**src/rtl/fetch_unit.sv**
```systemverilog
// Fetch front end: PC owner, instruction-memory address driver and a small
// instruction/PC queue feeding decode. Optional counters under FETCH_PERF_EN.
module fetch_unit #(
  parameter logic [31:0] RESET_PC    = 32'h0000_0000,
  parameter int          QDEPTH      = 4,
  parameter int          INSTR_BYTES = 5
) (
  input  logic        clk,
  input  logic        rst,
  input  logic        fetch_en,
  output logic [31:0] imem_pc,
  input  logic [39:0] imem_instr,
  input  logic        redirect_valid,
  input  logic [31:0] redirect_pc,
  output logic        dec_valid,
  input  logic        dec_ready,
  output logic [39:0] dec_instr,
  output logic [31:0] dec_pc
`ifdef FETCH_PERF_EN
  ,
  output logic [31:0] perf_fetched,
  output logic [31:0] perf_stalled
`endif
);

  localparam int PW = $clog2(QDEPTH);
  localparam int CW = PW + 1;
  localparam logic [CW-1:0] FULL_CNT = CW'(QDEPTH);
  localparam logic [31:0]   PC_STEP  = 32'(INSTR_BYTES);

  logic [31:0]   pc_r;
  logic [CW-1:0] count_r;
  logic [PW-1:0] head_r;
  logic [PW-1:0] tail_r;
  logic [39:0]   qinstr_r [QDEPTH];
  logic [31:0]   qpc_r    [QDEPTH];

  logic pop_s;
  logic push_s;
  logic full_s;

  assign full_s    = (count_r == FULL_CNT);
  assign pop_s     = dec_valid & dec_ready;
  // A full queue may still accept a fetch when the head leaves in the same cycle.
  assign push_s    = fetch_en & ~redirect_valid & (~full_s | pop_s);
  assign imem_pc   = pc_r;
  assign dec_valid = (count_r != {CW{1'b0}});
  assign dec_instr = qinstr_r[head_r];
  assign dec_pc    = qpc_r[head_r];

  // PC, queue pointers, occupancy and entry storage.
  always_ff @(posedge clk or posedge rst) begin
    if (rst) begin
      pc_r    <= RESET_PC;
      count_r <= {CW{1'b0}};
      head_r  <= {PW{1'b0}};
      tail_r  <= {PW{1'b0}};
      for (int i = 0; i < QDEPTH; i++) begin
        qinstr_r[i] <= {40{1'b0}};
        qpc_r[i]    <= {32{1'b0}};
      end
    end else if (redirect_valid) begin
      // Flush takes priority over any same-cycle pop.
      pc_r    <= redirect_pc;
      count_r <= {CW{1'b0}};
      head_r  <= {PW{1'b0}};
      tail_r  <= {PW{1'b0}};
    end else begin
      if (push_s) begin
        qinstr_r[tail_r] <= imem_instr;
        qpc_r[tail_r]    <= pc_r;
        tail_r           <= tail_r + {{(PW-1){1'b0}}, 1'b1};
        pc_r             <= pc_r + PC_STEP;
      end
      if (pop_s) begin
        head_r <= head_r + {{(PW-1){1'b0}}, 1'b1};
      end
      case ({push_s, pop_s})
        2'b10:   count_r <= count_r + {{(CW-1){1'b0}}, 1'b1};
        2'b01:   count_r <= count_r - {{(CW-1){1'b0}}, 1'b1};
        default: count_r <= count_r;
      endcase
    end
  end

`ifdef FETCH_PERF_EN
  // Performance counters; survive redirects, wrap silently.
  always_ff @(posedge clk or posedge rst) begin
    if (rst) begin
      perf_fetched <= 32'h0000_0000;
      perf_stalled <= 32'h0000_0000;
    end else begin
      if (push_s) begin
        perf_fetched <= perf_fetched + 32'h0000_0001;
      end
      if (fetch_en & ~redirect_valid & full_s & ~pop_s) begin
        perf_stalled <= perf_stalled + 32'h0000_0001;
      end
    end
  end
`endif

endmodule
```
**config.mk**
```make
export PLATFORM = sky130hd
export DESIGN_NAME = fetch_unit
export DESIGN_NICKNAME = d
export VERILOG_FILES = /design/src/rtl/fetch_unit.sv
export SDC_FILE = /design/constraint.sdc
export NUM_CORES = 1
export LEC_CHECK = 0
export CAP_MARGIN = 40
export CELL_PAD_IN_SITES_DETAIL_PLACEMENT = 0
export CELL_PAD_IN_SITES_GLOBAL_PLACEMENT = 1
export CORE_UTILIZATION = 52
export CTS_BUF_LIST = sky130_fd_sc_hd__clkbuf_4 sky130_fd_sc_hd__clkbuf_8
export CTS_CLUSTER_DIAMETER = 50
export DETAILED_ROUTE_END_ITERATION = 6
export PLACE_DENSITY_LB_ADDON = 0.1
export SLEW_MARGIN = 20
export SYNTH_ARGS = -nofsm -noshare
export SYNTH_HDL_FRONTEND = slang
export SYNTH_SLANG_ARGS = --single-unit
export TNS_END_PERCENT = 30
```
**constraint.sdc**
```tcl
create_clock -name clk -period 19.3 [get_ports clk]
set_clock_uncertainty 0.05 [all_clocks]
set_input_delay 3.86 -clock clk [delete_from_list [all_inputs] [get_ports clk]]
set_output_delay 3.86 -clock clk [all_outputs]
set_load 0.02 [all_outputs]
```
==> reports/qor.csv <==
metric,value,unit
final RePlAce weighted congestion,0.797,
Final Hold Viols,0,
routed wire length,32600,um
CP max-delay cell,dfrtp_4,
clock tree buffer depth,3,
Leak,7.93,nW
Initial Util,0.531,
Via-to-Cell Ratio,5.72,
CP top delay family,buffers and inverters,
Yosys top cell by area,dfrtp_1,
H-tree Lvls,2,
status,completed,
Post-synth EDFFs,0,
Routed WL per cell,20.4,um
initial antenna violation count,0,
"Async S/R FF share, synth",1.00,
CP Launch Type,flip-flop,
Synth Net Count,1084,
io pins,182,
peak supply drop,0.0604,mV
cell area after technology mapping,14800,um^2
placed insts,1497,
pwr/cell area,132,nW/um^2
vias in the first global route,9510,
post-synthesis simple-gate area fraction,0.0481,
hpwl dp,20400,um
"Primary FF master, synth",dfrtp_1,
IO buf count,181,
total congestion overflow,0,
Syn Area/Cell,14.8,um^2
global-route usage over all layers,0.233,
Core Region,27900,um^2
CTS Buf Count,56,
"commonest non-fill, non-tap cell in the layout",dfrtp_1,
root buf cell,clkbuf_8,
mux contribution to synthesized area,0.324,
CTS resizes,0,
Post-Synth XOR/XNOR Area,0.00236,
Worst-path clk slew,0.06,ns
Compound-Gate Fraction of Synth Area,0.0372,
Synth Register Bits,327,
chip width,171,um
post-synthesis adder-cell area fraction,0.00556,
type of the worst setup path,flip-flop to primary output,
Synthesis Warnings,0,
# setup viols final,0,
CTS tree,built,
CTS hold repair buffers,0,
most frequent cells in the layout,"325 x dfrtp_1, 275 x mux2_2, 181 x clkdlybuf4s50_1, 79 x clkbuf_8, 72 x mux4_2",
setup bufs post-CTS,0,
crit end category,primary output,
max-slew violations,0,
row cnt,61,
share of cells above drive strength 1,0.392,
Worst Max-Slew Pin Slew,0.830,ns
CP required,15.39,ns
maxcap violations,0,
setup repair after global routing missed its margin,no,
FMAX,137,MHz
Post-Synthesis Cells,1001,
diode count,0,
first-pass GRT wire length,52700,um
Die Span Y,171,um
Slew HR,0.447,
pin count of the biggest net entering global routing,72,
"top cells by area, synth","dfrtp_1 55%, mux2_2 21%, mux4_2 11%",
detailed-route via count,9165,
CP cell instances,"buf_4, buf_12, mux4_2, clkdlybuf4s50_1",
DRT iter0 DRCs,456,
DRT antenna net count,0,
period utilization,0.378,
final cell count without fillers,1601,
post-synthesis sequential area ratio,0.551,
Crit Path Max Fanout,34,
largest family of logic cells by synthesized area,multiplexers,
DIE AREA,29200,um^2
synthesis-to-layout area growth,23.0,%
Yosys top cell area share,0.551,
"Arr. time, crit path",3.39,ns
CTS sink cnt,327,
R2R setup slack,16.12,ns
Residual DRC,0,
Synth cell types,56,
Tmin final,7.30,ns
Setup TNS Final,0,ns
DRT Pass-1 Iters,4,
Final nets,1262,
CP Buf/Inv Count,3,
later-pin clock latency in the skew report,0.58,ns
Worst path max stage delay,0.91,ns
HP Class,flip-flop to flip-flop,
## flip-flops by register name, summed over array words and instances (netlist names)
name      flops
head_r        2
count_r       3
qpc_r       128
tail_r        2
qinstr_r    160
imem_pc      32
## tightest hold or removal path: stages, from the launching register on
cell	delay (ns)
dfrtp_1	0.34
nand2_1	0.04
o21ai_0	0.06
## area by class of cell
class / instances / area, um^2
Clock buffer: 97 / 1220
Clock inverter: 5 / 53.8
Fill cell: 2114 / 9680
Inverter: 12 / 52.6
Multi-Input combinational cell: 584 / 6220
Sequential cell: 327 / 8190
Tap cell: 378 / 473
Timing Repair Buffer: 198 / 2040
## report_power, final
group | internal (W) | leakage [nW] | switching, W
sequential | 0.000911 | 4.09 | 0.000135
clock | 0.000409 | 0.681 | 0.000268
combinational | 0.000423 | 3.16 | 0.000271
total | 0.00174 | 7.93 | 0.000673
## path summary, 6_finish.rpt
| path | startpoint | endpoint | cells after the start |
|---|---|---|---|
| hold / removal | qpc_r[51] | qpc_r[51] | 2 |
| setup / recovery | head_r[0] | dec_pc[19] | 4 |
| min in group asynchronous | rst | qinstr_r[129] | 2 |
| max in group asynchronous | rst | qinstr_r[27] | 4 |
| setup reg to reg | count_r[1] | qinstr_r[57] | 5 |
| hold reg to reg | qpc_r[51] | qpc_r[51] | 2 |
## cell usage after synthesis (11+ instances only)
| master | n |
|---|---|
| nand4_1 | 11 |
| buf_4 | 16 |
| mux4_2 | 72 |
| inv_1 | 11 |
| nand3_1 | 19 |
| clkbuf_1 | 21 |
| o211ai_1 | 11 |
| buf_2 | 32 |
| o21ai_0 | 26 |
| mux2_2 | 275 |
| nand2_1 | 55 |
| dfrtp_1 | 327 |
| nor2_1 | 19 |
## per-stage QoR
step / util / hold slack [ns] / instance area, um^2 / power [W] / setup slack (ns)
after global placement: 0.602 / 0.407 / 16800 / 0.00173 / 12.31
after floorplan: - / 0.395 / 14800 / 0.00150 / 6.34
after global routing: 0.654 / 0.456 / 18300 / 0.00255 / 11.73
final: 0.654 / 0.433 / 18300 / 0.00242 / 12.00
after CTS: 0.652 / 0.433 / 18200 / 0.00245 / 11.85
after detailed placement: 0.606 / 0.419 / 16900 / 0.00176 / 12.27
## layer usage
metal / vias up / GRT usage / part of all wire
met5: - / 0 / 0
met4: 0 / 0.0571 / 0.015
met3: 47 / 0.0511 / 0.061
met2: 243 / 0.377 / 0.48
met1: 4770 / 0.321 / 0.44
li1: 4105 / - / -
## kinds of logic (layout without fill, tap and decap cells)
kind of cell / after synthesis / count (layout)
adders and majority gates: 6 / 6
DFF: 327 / 327
AOI/OAI and AO/OA: 78 / 78
and+or+nand+nor: 140 / 140
buffers and inverters: 90 / 312
xor gates and xnor gates: 4 / 4
muxes: 356 / 356
Note: power is estimated with default switching activity, not from simulation.
